===== config.mk =====
export PLATFORM = sky130hd
export DESIGN_NAME = uart_ctrl
export DESIGN_NICKNAME = d
export VERILOG_FILES = /design/src/rtl/uart_pkg.sv /design/src/rtl/uart_rx_fsm.sv /design/src/rtl/uart_ctrl.sv
export SDC_FILE = /design/constraint.sdc
export NUM_CORES = 1
export LEC_CHECK = 0
export CORE_ASPECT_RATIO = 1.4
export CORE_UTILIZATION = 39
export CTS_CLUSTER_SIZE = 20
export DETAILED_ROUTE_END_ITERATION = 10
export DONT_BUFFER_PORTS = 1
export PLACE_DENSITY = 0.58
export SLEW_MARGIN = 20
export SYNTH_ARGS = -nofsm -noshare
export SYNTH_HDL_FRONTEND = slang
export SYNTH_HIERARCHICAL = 1
export SYNTH_SLANG_ARGS = --single-unit

===== constraint.sdc =====
create_clock -name clk -period 3.7 [get_ports clk]
set_input_delay 0.37 -clock clk [delete_from_list [all_inputs] [get_ports clk]]
set_output_delay 0.37 -clock clk [all_outputs]
set_load 0.01 [all_outputs]

===== src/rtl/uart_pkg.sv =====
// Shared register map, CON bit positions and FSM encodings for the UART controller.
package uart_pkg;

    localparam logic [3:0] ADDR_TXD = 4'h0;
    localparam logic [3:0] ADDR_RXD = 4'h4;
    localparam logic [3:0] ADDR_CON = 4'h8;

    localparam int CON_IRQ_EN    = 0;
    localparam int CON_TX_BUSY   = 1;
    localparam int CON_RX_VALID  = 2;
    localparam int CON_TX_DONE   = 3;
    localparam int CON_FRAME_ERR = 4;
    localparam int CON_RX_OVR    = 5;

    typedef enum logic [1:0] {
        TX_IDLE  = 2'd0,
        TX_START = 2'd1,
        TX_DATA  = 2'd2,
        TX_STOP  = 2'd3
    } tx_state_e;

    typedef enum logic [1:0] {
        RX_IDLE  = 2'd0,
        RX_START = 2'd1,
        RX_DATA  = 2'd2,
        RX_STOP  = 2'd3
    } rx_state_e;

    function automatic logic [31:0] con_word(input logic irq_en, input logic tx_busy,
                                             input logic rx_valid, input logic tx_done,
                                             input logic frame_err, input logic rx_ovr);
        logic [31:0] w;
        w = '0;
        w[CON_IRQ_EN]    = irq_en;
        w[CON_TX_BUSY]   = tx_busy;
        w[CON_RX_VALID]  = rx_valid;
        w[CON_TX_DONE]   = tx_done;
        w[CON_FRAME_ERR] = frame_err;
        w[CON_RX_OVR]    = rx_ovr;
        return w;
    endfunction

endpackage


===== src/rtl/uart_rx_fsm.sv =====
// 8N1 receiver: two-flop synchroniser, start-bit qualification and mid-bit sampling.
// done_o / frame_err_o are single-cycle pulses; data_o is valid while done_o is high.
module uart_rx_fsm
    import uart_pkg::*;
#(
    parameter int CLK_DIV = 5208
) (
    input  logic      clk,
    input  logic      reset,
    input  logic      rx_i,
    output logic [7:0] data_o,
    output logic      done_o,
    output logic      frame_err_o,
    output rx_state_e state_o
);

    localparam logic [15:0] DIV_LAST  = 16'(CLK_DIV - 1);
    localparam logic [15:0] HALF_LAST = 16'(CLK_DIV / 2 - 1);

    logic      sync1_q, sync2_q, prev_q;
    rx_state_e state_q;
    logic [15:0] cnt_q;
    logic [2:0]  bit_q;
    logic [7:0]  shift_q;
    logic        done_q, ferr_q;

    // Synchroniser presets high so releasing reset never looks like a start edge.
    always_ff @(posedge clk or negedge reset) begin
        if (!reset) begin
            sync1_q <= 1'b1;
            sync2_q <= 1'b1;
            prev_q  <= 1'b1;
        end else begin
            sync1_q <= rx_i;
            sync2_q <= sync1_q;
            prev_q  <= sync2_q;
        end
    end

    always_ff @(posedge clk or negedge reset) begin
        if (!reset) begin
            state_q <= RX_IDLE;
            cnt_q   <= '0;
            bit_q   <= '0;
            shift_q <= '0;
            done_q  <= 1'b0;
            ferr_q  <= 1'b0;
        end else begin
            done_q <= 1'b0;
            ferr_q <= 1'b0;
            case (state_q)
                RX_IDLE: begin
                    if (prev_q && !sync2_q) begin
                        state_q <= RX_START;
                        cnt_q   <= '0;
                    end
                end
                RX_START: begin
                    if (cnt_q == HALF_LAST) begin
                        cnt_q <= '0;
                        if (sync2_q) begin
                            state_q <= RX_IDLE;
                        end else begin
                            state_q <= RX_DATA;
                            bit_q   <= '0;
                        end
                    end else begin
                        cnt_q <= cnt_q + 16'd1;
                    end
                end
                RX_DATA: begin
                    if (cnt_q == DIV_LAST) begin
                        cnt_q   <= '0;
                        shift_q <= {sync2_q, shift_q[7:1]};
                        if (bit_q == 3'd7) begin
                            state_q <= RX_STOP;
                        end else begin
                            bit_q <= bit_q + 3'd1;
                        end
                    end else begin
                        cnt_q <= cnt_q + 16'd1;
                    end
                end
                RX_STOP: begin
                    if (cnt_q == DIV_LAST) begin
                        cnt_q   <= '0;
                        bit_q   <= '0;
                        state_q <= RX_IDLE;
                        if (sync2_q) begin
                            done_q <= 1'b1;
                        end else begin
                            ferr_q <= 1'b1;
                        end
                    end else begin
                        cnt_q <= cnt_q + 16'd1;
                    end
                end
                default: state_q <= RX_IDLE;
            endcase
        end
    end

    assign data_o      = shift_q;
    assign done_o      = done_q;
    assign frame_err_o = ferr_q;
    assign state_o     = state_q;

endmodule


===== src/rtl/uart_ctrl.sv =====
// Memory-mapped UART: TXD/RXD/CON registers, 8N1 transmitter and level interrupt.
// Bus handshake: rd/wr are one-cycle strobes; rdata is valid the cycle after rd; rd+wr together is a no-op.
module uart_ctrl
    import uart_pkg::*;
#(
    parameter int CLK_DIV = 5208
) (
    input  logic        clk,
    input  logic        reset,
    input  logic        rd,
    input  logic        wr,
    input  logic [3:0]  addr,
    input  logic [31:0] wdata,
    output logic [31:0] rdata,
    input  logic        uart_rx,
    output logic        uart_tx,
    output logic        irq
);

    localparam logic [15:0] DIV_LAST = 16'(CLK_DIV - 1);

    logic rd_en, wr_en;
    assign rd_en = rd & ~wr;
    assign wr_en = wr & ~rd;

    tx_state_e   tx_state_q;
    logic [15:0] tx_cnt_q;
    logic [2:0]  tx_bit_q;
    logic [7:0]  tx_byte_q;
    logic        tx_q, tx_busy_q;
    logic        tx_start, tx_finish;

    logic [7:0]  rx_byte;
    logic        rx_done, rx_ferr;
    rx_state_e   rx_state;

    logic [7:0]  rx_data_q, rx_data_d;
    logic        rx_valid_q, rx_valid_d;
    logic        rx_ovr_q, rx_ovr_d;
    logic        frame_err_q, frame_err_d;
    logic        tx_done_q, tx_done_d;
    logic        irq_en_q, irq_en_d;
    logic        irq_q, irq_d;
    logic [31:0] rdata_q, rdata_d;
    logic        rd_rxd, rd_con;

    assign tx_start  = wr_en && (addr == ADDR_TXD) && (tx_state_q == TX_IDLE);
    assign tx_finish = (tx_state_q == TX_STOP) && (tx_cnt_q == DIV_LAST);

    always_ff @(posedge clk or negedge reset) begin
        if (!reset) begin
            tx_state_q <= TX_IDLE;
            tx_cnt_q   <= '0;
            tx_bit_q   <= '0;
            tx_byte_q  <= '0;
            tx_q       <= 1'b1;
            tx_busy_q  <= 1'b0;
        end else begin
            case (tx_state_q)
                TX_IDLE: begin
                    if (tx_start) begin
                        tx_byte_q  <= wdata[7:0];
                        tx_busy_q  <= 1'b1;
                        tx_state_q <= TX_START;
                        tx_cnt_q   <= '0;
                        tx_q       <= 1'b0;
                    end
                end
                TX_START: begin
                    if (tx_cnt_q == DIV_LAST) begin
                        tx_cnt_q   <= '0;
                        tx_bit_q   <= '0;
                        tx_state_q <= TX_DATA;
                        tx_q       <= tx_byte_q[0];
                    end else begin
                        tx_cnt_q <= tx_cnt_q + 16'd1;
                    end
                end
                TX_DATA: begin
                    if (tx_cnt_q == DIV_LAST) begin
                        tx_cnt_q <= '0;
                        if (tx_bit_q == 3'd7) begin
                            tx_state_q <= TX_STOP;
                            tx_q       <= 1'b1;
                        end else begin
                            tx_bit_q <= tx_bit_q + 3'd1;
                            tx_q     <= tx_byte_q[tx_bit_q + 3'd1];
                        end
                    end else begin
                        tx_cnt_q <= tx_cnt_q + 16'd1;
                    end
                end
                TX_STOP: begin
                    if (tx_finish) begin
                        tx_cnt_q   <= '0;
                        tx_state_q <= TX_IDLE;
                        tx_busy_q  <= 1'b0;
                    end else begin
                        tx_cnt_q <= tx_cnt_q + 16'd1;
                    end
                end
                default: tx_state_q <= TX_IDLE;
            endcase
        end
    end

    uart_rx_fsm #(.CLK_DIV(CLK_DIV)) u_rx (
        .clk        (clk),
        .reset      (reset),
        .rx_i       (uart_rx),
        .data_o     (rx_byte),
        .done_o     (rx_done),
        .frame_err_o(rx_ferr),
        .state_o    (rx_state)
    );

    assign rd_rxd = rd_en && (addr == ADDR_RXD);
    assign rd_con = rd_en && (addr == ADDR_CON);

    // Read-clears are applied first so a coincident set wins.
    always_comb begin
        rx_data_d   = rx_done ? rx_byte : rx_data_q;
        rx_valid_d  = rx_valid_q;
        rx_ovr_d    = rx_ovr_q;
        frame_err_d = frame_err_q;
        tx_done_d   = tx_done_q;
        irq_en_d    = irq_en_q;
        rdata_d     = rdata_q;
        if (rd_rxd) rx_valid_d = 1'b0;
        if (rd_con) begin
            rx_ovr_d    = 1'b0;
            frame_err_d = 1'b0;
            tx_done_d   = 1'b0;
        end
        if (rx_done) begin
            rx_valid_d = 1'b1;
            if (rx_valid_q) rx_ovr_d = 1'b1;
        end
        if (rx_ferr)   frame_err_d = 1'b1;
        if (tx_finish) tx_done_d   = 1'b1;
        if (wr_en && (addr == ADDR_CON)) irq_en_d = wdata[0];
        if (rd_en) begin
            case (addr)
                ADDR_TXD: rdata_d = {24'b0, tx_byte_q};
                ADDR_RXD: rdata_d = {24'b0, rx_data_q};
                ADDR_CON: rdata_d = con_word(irq_en_q, tx_busy_q, rx_valid_q,
                                             tx_done_q, frame_err_q, rx_ovr_q);
                default:  rdata_d = '0;
            endcase
        end
        irq_d = irq_en_q & (rx_valid_q | tx_done_q);
    end

    always_ff @(posedge clk or negedge reset) begin
        if (!reset) begin
            rx_data_q   <= '0;
            rx_valid_q  <= 1'b0;
            rx_ovr_q    <= 1'b0;
            frame_err_q <= 1'b0;
            tx_done_q   <= 1'b0;
            irq_en_q    <= 1'b0;
            irq_q       <= 1'b0;
            rdata_q     <= '0;
        end else begin
            rx_data_q   <= rx_data_d;
            rx_valid_q  <= rx_valid_d;
            rx_ovr_q    <= rx_ovr_d;
            frame_err_q <= frame_err_d;
            tx_done_q   <= tx_done_d;
            irq_en_q    <= irq_en_d;
            irq_q       <= irq_d;
            rdata_q     <= rdata_d;
        end
    end

    assign uart_tx = tx_q;
    assign irq     = irq_q;
    assign rdata   = rdata_q;

endmodule

==> metrics.md, run 1 <==
| Metric | Value |
|---|---|
| CP startpoint | `u_rx/cnt_q[0]` |
| Hold-fix buffers at CTS | `2` |
| Vias in the first global route | `3046` |
| Total CTS buffers | `9` |
| RSZ-0062 raised after global routing | `no` |
| Max cap viols | `0` |
| FILL cells | `1102` |
| Crit path largest cell delay | `0.57 ns` |
| Final period util | `74.0%` |
| Tot Pwr | `2880 uW` |
| H-tree Lvls | `3` |
| Hold Slack | `0.0278 ns` |
| HP Start | `uart_rx` |
| Critical path launch point type | `register` |
| TritonRoute pass-1 iters | `4` |
| Crit path buffers/inverters | `0` |
| Worst path required time | `3.91 ns` |
| Pwr Density | `584 nW/um2` |
| VDD IR-drop max | `374 uV` |
| CP max stage cell | `or4_4` |
| Largest net degree at the start of global routing | `88` |
| PnR worst setup slack | `0.962 ns` |
| Io pins | `75` |
| Number of setup buffers added after CTS | `0` |
| Die width | `93.5 um` |
| Area Growth Syn to Fin | `7.77%` |
| Avg Vias per Cell | `5.25` |
| Hold Path Class | `input pin to register` |
| I/O Buffers | `0` |
| Status | `complete, no violations` |
| Die span in y | `130 um` |
| Crit path cell chain | `ha_1 > or4b_4 > or4_4 > a22o_4 > nor2_1 > mux2_1` |
| Routed length per instance | `15.4 um` |
| WL final | `9.08 mm` |
| CP Capture Type | `register` |
| Synth async-reset ratio | `100%` |
| Slew @ Worst Pin | `0.757 ns` |
| Worst Reg-to-Reg Cells | `6` |
| Fmax | `0.365 GHz` |
| Final hold violation count | `0` |
| CTS tree | `built` |
| Worst path arrival time | `2.95 ns` |
| Post-DP HPWL | `6.37 mm` |
| CTS max path bufs | `2` |
| Initial Util | `40.1%` |
| Clk sink count | `87` |
| Clock transition at the registers of the reported paths | `0.07 ns` |
| EDFF count, synth | `0` |
| Sequential area share after synthesis | `47.7%` |
| Multi-input combinational cell area | `2150 um2` |
| Netlist cell types | `62` |
| Slew headroom | `49.1%` |
| Final global-route overflow total | `0` |
| Cell Area, Synth | `4570 um2` |
| RePlAce Congestion | `0.772` |
| Final setup violation count | `0` |
| CP max FO | `23` |
| Seq cells post-synth | `87` |
| Initial antenna violation count | `3` |
| Main synth FF type | `dfrtp_1` |
| Fin crit period | `2.74 ns` |
| Avg Cell Area, Syn | `10.4 um2` |
| Synth warn | `6` |
| Via count | `3089` |
| Fin. max-slew vios | `0` |
| WS Path Type | `register to register` |
| Final ANT Viol Nets | `0` |
| Dpl cells | `568` |
| Total GRT Usage | `15.9%` |
| Cell family contributing the most delay on the critical path | `simple AND/OR/NAND/NOR gates` |
| # DRC | `0` |
| Core area | `11400 um2` |
| Max Clock Skew | `0.0101 ns` |
| Place WS | `0.979 ns` |
| Worst skew pair latency | `0.33 ns` |
| FF-to-FF Start | `u_rx/cnt_q[0]` |
| Cells resized by post-CTS repair | `0` |
| Stages on the worst setup path | `6` |
| Post-route insts no fill | `588` |
| Nets | `488` |
| Full die area | `12200 um2` |
| Clk root buf | `clkbuf_16` |
| Row cnt | `46` |
| Hold Path Depth | `0` |
| Share of cells above drive strength 1 | `14.3%` |
| TNS Setup | `0 ns` |
| First-pass GRT wire length | `15.0 mm` |
| Leakage | `0.00220 uW` |
| DRT iter0 DRCs | `87` |
| Area taken by flip-flops and latches | `2180 um2` |
| Cells after synthesis | `440` |
## through the flow
stage | util (%) | cell area, um2
6_report | 43.2 | 4930
5_1_grt | 43.2 | 4920
4_1_cts | 43.2 | 4920
3_5_place_dp | 40.2 | 4580
3_3_place_gp | 40.2 | 4580
2_1_floorplan | - | 4660
## cells in the final DEF, fill, tap and decap left out, drive strengths merged, types with 7 or more instances in the layout
| cell type | count |
|---|---|
| nand4 | 10 |
| a31oi | 9 |
| nand2 | 46 |
| nand3 | 15 |
| mux2 | 29 |
| a22o | 17 |
| nor2 | 17 |
| conb | 24 |
| nor3 | 7 |
| dfrtp | 83 |
| a21oi | 18 |
| ha | 10 |
| clkbuf | 11 |
| mux2i | 12 |
| o21ai | 36 |
| inv | 17 |
| xor2 | 9 |
## metal layers
| metal | wire length, um | track usage [%] |
|---|---|---|
| met4 | 92 | 4.34 |
| met5 | 13 | 0 |
| met3 | 321 | 4.31 |
| met2 | 4700 | 27.7 |
| met1 | 3950 | 19.2 |
## synthesized netlist by cell type (7+ instances only)
library cell / n / area, um2
dfrtp_1: 83 / 2080
nand2_1: 45 / 169
o21ai_0: 35 / 175
mux2_2: 27 / 304
buf_4: 25 / 188
a21oi_1: 17 / 85.1
a22o_1: 16 / 140
nand3_1: 15 / 75.1
nor2_1: 15 / 56.3
inv_1: 14 / 52.6
mux2i_1: 12 / 120
ha_1: 10 / 125
nand4_1: 10 / 62.6
a31oi_1: 9 / 56.3
clkbuf_1: 9 / 33.8
xor2_1: 9 / 78.8
nor3_1: 7 / 35.0
## cells by family (layout without fill, tap and decap cells)
| group | Yosys count | after routing | share of synthesized area (%) |
|---|---|---|---|
| AOI/OAI and AO/OA | 99 | 99 | 14.0 |
| other | 1 | 26 | 0.0820 |
| xor gates and xnor gates | 11 | 11 | 2.11 |
| DFF | 87 | 87 | 47.7 |
| muxes | 41 | 41 | 9.77 |
| and+or+nand+nor | 136 | 136 | 16.5 |
| adders and majority gates | 10 | 10 | 2.74 |
| buffers and inverters | 55 | 34 | 7.12 |
## cell type report
class	instances	area share, %
antenna	2	0.102
inverter	15	1.14
tap	144	3.66
sequential	87	44.3
multi-input combinational	321	43.6
timing repair buffer	3	0.914
clock buffer	11	4.93
clock inverter	5	1.32
## flip-flops by register name (all words and copies together) (netlist names), 2 cells and up, named ones only
name / cells
tx_bit_q: 3
rdata: 8
u_rx/cnt_q: 16
rx_data_q: 8
tx_byte_q: 8
u_rx/bit_q: 3
tx_cnt_q: 16
u_rx/data_o: 8
tx_state_q: 2
## where the power goes
part | switching, uW | internal [uW]
logic | 393 | 298
registers | 170 | 1080
clock network | 382 | 549
total | 945 | 1930
## path summary, 6_finish.rpt
| path | endpoint | slack [ns] |
|---|---|---|
| max | u_rx/bit_q[0] | 0.96 |
| min | u_rx/sync1_q | 0.03 |
| max reg2reg | u_rx/bit_q[0] | 0.96 |
| min reg2reg | u_rx/sync2_q | 0.36 |
| max in group asynchronous | uart_tx | 2.73 |
| min in group asynchronous | rdata[3] | 0.61 |
## worst register-to-register path: stages, from the launching register on
cell and delay, ns:
dfrtp_1 0.43, ha_1 0.28, or4b_4 0.49, or4_4 0.57, a22o_4 0.37, nor2_1 0.14
mux2_1 0.33
No activity file was read; power rests on OpenSTA's default activity.
==> run 2, diff against run 1 <==
- clock period: 3.7 -> 2.65 ns (I/O delays scaled with it)
==> run 2 against run 1 <==
- final cell count grew 2.9%
- design area rose by 2.5%
- worst setup slack got worse by 0.83 ns
- clock power increased by 40%
- worst hold slack improved by 0.043 ns
- via count up 4.1%
- total power increased by 43%
- first-iteration DRC count grew 77%
==> metrics.md, run 2 (synthesized netlist as in run 1, its figures left out) <==
| Metric | Value |
|---|---|
| Max Clock Skew | `0.00694 ns (was 0.0101 ns)` |
| Leakage | `0.00228 uW (was 0.00220 uW)` |
| Fin crit period | `2.51 ns (was 2.74 ns)` |
| FILL cells | `1074 (was 1102)` |
| Register-to-register setup slack | `0.14 ns (was 0.96 ns)` |
| Clk root buf | `clkbuf_16 (unchanged)` |
| Post-route insts no fill | `605 (was 588)` |
| Hold Slack | `0.0713 ns (was 0.0278 ns)` |
| Biggest regs | `tx_cnt_q: 16 flops, u_rx/cnt_q: 16 flops (unchanged)` |
| Commonest non-fill, non-tap cells in the layout | `dfrtp_1 (83), nand2_1 (45), o21ai_0 (35) (unchanged)` |
| Routed length per instance | `15.2 um (was 15.4 um)` |
| Area taken by flip-flops and latches | `2180 um2 (unchanged)` |
| CP startpoint | `u_rx/cnt_q[1] (was u_rx/cnt_q[0])` |
| Post-layout util | `44.3% (was 43.2%)` |
| Via count | `3217 (was 3089)` |
| Final global-route overflow total | `0 (unchanged)` |
| Post-route cell area | `5050 um2 (was 4930 um2)` |
| Full die area | `12200 um2 (unchanged)` |
| I/O Buffers | `0 (unchanged)` |
| VDD IR-drop max | `407 uV (was 374 uV)` |
| Pwr Density | `815 nW/um2 (was 584 nW/um2)` |
| Setup crit end | `u_rx/bit_q[0] (unchanged)` |
| Die span in y | `130 um (unchanged)` |
| WL final | `9.17 mm (was 9.08 mm)` |
| Worst path arrival time | `2.74 ns (was 2.95 ns)` |
| Slew @ Worst Pin | `0.656 ns (was 0.757 ns)` |
| Worst path required time | `2.87 ns (was 3.91 ns)` |
| Critical R2R Capture | `u_rx/bit_q[0] (unchanged)` |
| Final hold violation count | `0 (unchanged)` |
| First-pass GRT wire length | `15.3 mm (was 15.0 mm)` |
| Initial antenna violation count | `4 (was 3)` |
| Initial Util | `40.1% (unchanged)` |
| Dpl cells | `581 (was 568)` |
| Share of cells above drive strength 1 | `17.0% (was 14.3%)` |
| Status | `complete, no violations (unchanged)` |
| Worst skew pair latency | `0.34 ns (was 0.33 ns)` |
| Largest net degree at the start of global routing | `88 (unchanged)` |
| Worst Reg-to-Reg Cells | `6 (unchanged)` |
| Critical path launch point type | `register (unchanged)` |
| Io pins | `75 (unchanged)` |
| HP Start | `wdata[7] (was uart_rx)` |
| CP max FO | `10 (was 23)` |
| Die width | `93.5 um (unchanged)` |
| Total GRT Usage | `16.3% (was 15.9%)` |
| Core area | `11400 um2 (unchanged)` |
| TNS Setup | `0 ns (unchanged)` |
| Area Growth Syn to Fin | `10.4% (was 7.77%)` |
| Hold Path Class | `input pin to register (unchanged)` |
| Fin. max-slew vios | `0 (unchanged)` |
| Final ANT Viol Nets | `0 (unchanged)` |
| FF-to-FF Start | `u_rx/cnt_q[1] (was u_rx/cnt_q[0])` |
| Multi-input combinational cell area | `2150 um2 (unchanged)` |
| CTS tree | `built (unchanged)` |
| Clk sink count | `87 (unchanged)` |
| Final period util | `94.8% (was 74.0%)` |
| Cells resized by post-CTS repair | `0 (unchanged)` |
| CP Capture Type | `register (unchanged)` |
| WS Path Type | `register to register (unchanged)` |
| # DRC | `0 (unchanged)` |
| Commonest non-fill, non-tap cell in the layout | `dfrtp_1 (unchanged)` |
| CTS max path bufs | `2 (unchanged)` |
| TritonRoute pass-1 iters | `4 (unchanged)` |
| DRT iter0 DRCs | `154 (was 87)` |
| Nets | `504 (was 488)` |
| RSZ-0062 raised after global routing | `no (unchanged)` |
| Max cap viols | `0 (unchanged)` |
| Slew headroom | `55.9% (was 49.1%)` |
| Row cnt | `46 (unchanged)` |
| RePlAce Congestion | `0.788 (was 0.772)` |
| Vias in the first global route | `3137 (was 3046)` |
| Final setup violation count | `0 (unchanged)` |
| Clock transition at the registers of the reported paths | `0.07 ns (about the same)` |
| H-tree Lvls | `3 (unchanged)` |
| Placement Cell Area | `4670 um2 (was 4580 um2)` |
| Post-DP HPWL | `6.49 mm (was 6.37 mm)` |
| Fmax | `0.398 GHz (was 0.365 GHz)` |
| Total CTS buffers | `9 (unchanged)` |
| Avg Vias per Cell | `5.32 (was 5.25)` |
[run 2: cell count changes in the layout (fill, tap and decap cells not counted)]
| cell | previous run | this run |
|---|---|---|
| buf_4 | 1 | 16 |
| clkbuf_8 | 1 | 0 |
| clkinv_4 | 0 | 1 |
| clkinvlp_4 | 2 | 1 |
| diode_2 | 2 | 3 |
| dlygate4sd3_1 | 1 | 2 |
| inv_6 | 1 | 2 |
[run 2: final cells by class]
| type | instances | share of cell area, % |
|---|---|---|
| Timing Repair Buffer | 19 | 3.32 |
| Antenna cell | 3 | 0.149 |
| Tap cell | 144 | 3.57 |
| Sequential cell | 87 | 43.2 |
| Multi-Input combinational cell | 321 | 42.6 |
| Clock inverter | 6 | 1.49 |
| Clock buffer | 10 | 4.54 |
| Inverter | 15 | 1.12 |
[run 2: worst max-delay path, stage by stage, from the launching register on]
cell and delay, ns:
dfrtp_1 0.37, ha_1 0.19, or4b_4 0.47, or4_4 0.57, a22o_4 0.32, nor2_1 0.14
mux2_1 0.33
[run 2: worst min-delay path by stage]
stage	endpoint	cells after the start	slack, ns
finish	tx_byte_q[7]	1	0.07
global route	tx_byte_q[7]	1	0.06
CTS	irq_en_q	1	0.06
detailed placement	rdata[0]	0	-0.03
global placement	rdata[0]	0	-0.03
floorplan	frame_err_q	0	-0.03
[run 2: routing by layer]
metal | up-vias | wire, um | global-route usage (%)
li1 | 1570 | - | -
met1 | 1567 | 3990 | 19.8
met2 | 54 | 4530 | 26.2
met3 | 24 | 300 | 3.50
met4 | 2 | 338 | 10.3
met5 | - | 11 | 0
[run 2: power by group]
part | switching, uW | leakage (uW) | total, uW | internal [uW]
Combinational | 604 | 0.000978 | 1090 | 490
Sequential | 201 | 0.00116 | 1720 | 1510
Clock | 555 | 0.000146 | 1300 | 746
[run 2: what timing repair did]
| item | 4_1_cts | 5_1_grt |
|---|---|---|
| hold endpoints to repair | 88 | 0 |
| buffers inserted | 0 | 2 |
| endpoints found under the setup margin | 0 | 1 |
| hold buffers | 3 | 0 |
[run 2: stage by stage]
stage	total power, uW	setup WS [ns]
after floorplan	2560	0.162
after global placement	2750	0.152
after detailed placement	2780	0.103
after CTS	4120	0.0849
after global routing	4370	0.0632
final	4110	0.137
==> run 3, diff against run 2 <==
- CORE_UTILIZATION: 39 -> 64
- PLACE_DENSITY: 0.58 -> 0.85
==> run 3 against run 2 <==
- non-clock buffer count fell by 3
- count of clock-buffer cells in the layout did not move
- final cell count decreased by 8.9%
- sequential power is essentially flat
- global-route usage increased by 9.6 points
- wire length down 0.86%
- design area shrank 3.1%
- total power is 6.0% lower
- clock power fell by 18%
- first-iteration DRC count is 14% lower
==> metrics.md, run 3 (synthesized netlist as in run 1, its figures left out) <==
| Metric | Value |
|---|---|
| Worst path required time | `2.91 ns (was 2.87 ns)` |
| Routed length per instance | `16.5 um (was 15.2 um)` |
| RSZ-0062 raised after global routing | `no (unchanged)` |
| # DRC | `0 (unchanged)` |
| WS Path Type | `register to register (unchanged)` |
| Status | `complete, no violations (unchanged)` |
| Via count | `3286 (was 3217)` |
| Hold Path Class | `input pin to register (unchanged)` |
| Final global-route overflow total | `0 (unchanged)` |
| Post-layout util | `70.5% (was 44.3%)` |
| Final period util | `94.9% (was 94.8%)` |
| Dpl cells | `530 (was 581)` |
| Slew headroom | `51.2% (was 55.9%)` |
| CTS tree | `built (unchanged)` |
| Max cap viols | `0 (unchanged)` |
| Critical path launch point type | `register (unchanged)` |
| Commonest non-fill, non-tap cell in the layout | `dfrtp_1 (unchanged)` |
| Clk sink count | `87 (unchanged)` |
| Final setup violation count | `0 (unchanged)` |
| Final ANT Viol Nets | `0 (unchanged)` |
| Pwr Density | `791 nW/um2 (was 815 nW/um2)` |
| Vias in the first global route | `3199 (was 3137)` |
| Largest net degree at the start of global routing | `88 (unchanged)` |
| Clk root buf | `clkbuf_8 (was clkbuf_16)` |
| Initial Util | `65.9% (was 40.1%)` |
| Full die area | `7490 um2 (was 12200 um2)` |
| Worst skew pair latency | `0.37 ns (was 0.34 ns)` |
| Share of cells above drive strength 1 | `16.7% (was 17.0%)` |
| Max Clock Skew | `0.0120 ns (was 0.00694 ns)` |
| CP max FO | `9 (was 10)` |
| Initial antenna violation count | `1 (was 4)` |
| Clock transition at the registers of the reported paths | `0.09 ns (was 0.07 ns)` |
| Crit path cell chain | `ha_1 > or4b_4 > or4_4 > a22o_4 > nor2_1 > mux2_1 (unchanged)` |
| CP Capture Type | `register (unchanged)` |
| RePlAce Congestion | `0.814 (was 0.788)` |
| Worst path arrival time | `2.77 ns (was 2.74 ns)` |
| Area Growth Syn to Fin | `6.95% (was 10.4%)` |
| Placement Cell Area | `4600 um2 (was 4670 um2)` |
| Core area | `6940 um2 (was 11400 um2)` |
| Fmax | `0.398 GHz (about the same)` |
| Row cnt | `36 (was 46)` |
| CP max stage cell | `or4_4 (unchanged)` |
| Slew @ Worst Pin | `0.732 ns (was 0.656 ns)` |
| Crit path largest cell delay | `0.58 ns (was 0.57 ns)` |
| Leakage | `0.00224 uW (was 0.00228 uW)` |
| Total CTS buffers | `9 (unchanged)` |
| Fin. max-slew vios | `0 (unchanged)` |
| Die span in y | `102 um (was 130 um)` |
| CTS max path bufs | `2 (unchanged)` |
| H-tree Lvls | `3 (unchanged)` |
| Io pins | `75 (unchanged)` |
| Post-route cell area | `4890 um2 (was 5050 um2)` |
| Biggest regs | `tx_cnt_q: 16 flops, u_rx/cnt_q: 16 flops (unchanged)` |
| VDD IR-drop max | `519 uV (was 407 uV)` |
| Total GRT Usage | `25.9% (was 16.3%)` |
| Final hold violation count | `0 (unchanged)` |
| Nets | `501 (was 504)` |
| Post-route insts no fill | `551 (was 605)` |
| DRT iter0 DRCs | `133 (was 154)` |
| WL final | `9.09 mm (was 9.17 mm)` |
| First-pass GRT wire length | `14.5 mm (was 15.3 mm)` |
| Post-DP HPWL | `6.36 mm (was 6.49 mm)` |
| Commonest non-fill, non-tap cells in the layout | `dfrtp_1 (83), nand2_1 (45), o21ai_0 (35) (unchanged)` |
| Avg Vias per Cell | `5.96 (was 5.32)` |
| Fin crit period | `2.52 ns (was 2.51 ns)` |
| TritonRoute pass-1 iters | `4 (unchanged)` |
| Die width | `73.4 um (was 93.5 um)` |
| I/O Buffers | `0 (unchanged)` |
| TNS Setup | `0 ns (unchanged)` |
run 3: cell types whose count changed in the layout (fill, tap and decap cells not counted), sizes merged:
cell    before  now
clkinv       1    0
bufinv       1    2
buf         17   14
diode        3    1
run 3: power by group:
| group | switching [uW] | internal [uW] | total (uW) |
|---|---|---|---|
| Combinational | 611 | 465 | 1080 |
| Clock | 499 | 569 | 1070 |
| Sequential | 207 | 1510 | 1720 |
| Total | 1320 | 2550 | 3860 |
run 3: what timing repair did:
action                                  CTS  global route
endpoints found under the hold margin    88             0
endpoints found under the setup margin    0             1
hold buffers                              3             0
gates resized for setup                   0             0
setup buffers                             0             1
run 3: final timing paths:
kind | from | to | slack [ns] | depth (start not counted)
min in group asynchronous | reset | rdata[0] | 0.49 | 2
hold reg to reg | u_rx/sync1_q | u_rx/sync2_q | 0.36 | 0
setup / recovery | u_rx/cnt_q[1] | u_rx/bit_q[0] | 0.13 | 6
hold / removal | wdata[7] | tx_byte_q[7] | 0.04 | 1
max in group asynchronous | reset | uart_tx | 1.84 | 2
setup reg to reg | u_rx/cnt_q[1] | u_rx/bit_q[0] | 0.13 | 6
run 3: stage by stage:
stage | total power, uW | hold WS [ns] | worst slack [ns]
2_1_floorplan | 2560 | -0.0306 | 0.162
3_3_place_gp | 2690 | -0.0291 | 0.171
6_report | 3860 | 0.0384 | 0.134
4_1_cts | 3860 | 0.0315 | 0.0731
5_1_grt | 4070 | 0.0282 | 0.0405
3_5_place_dp | 2760 | -0.0289 | 0.0890
run 3: per-layer routing:
layer | up-vias | share of wire [%] | global-route usage [%]
met5 | - | 0 | 0
met4 | 0 | 2.9 | 14.5
met3 | 21 | 3.8 | 6.02
met2 | 66 | 54 | 46.2
met1 | 1641 | 39 | 27.8
li1 | 1558 | - | -
run 3: worst max-delay path, delay by kind of cell (launching register included):
family	cells	cell delay [ns]
adders and majority gates	1	0.19
DFF	1	0.38
and+or+nand+nor	3	1.18
muxes	1	0.33
AOI/OAI and AO/OA	1	0.32
run 3: cell type report:
class / instances / area (um2)
Timing Repair Buffer: 16 / 145
Fill cell: 531 / 2050
Clock buffer: 10 / 138
Inverter: 15 / 56.3
Multi-Input combinational cell: 321 / 2150
Sequential cell: 87 / 2180
Tap cell: 95 / 119
Clock inverter: 6 / 96.3
Antenna cell: 1 / 2.50
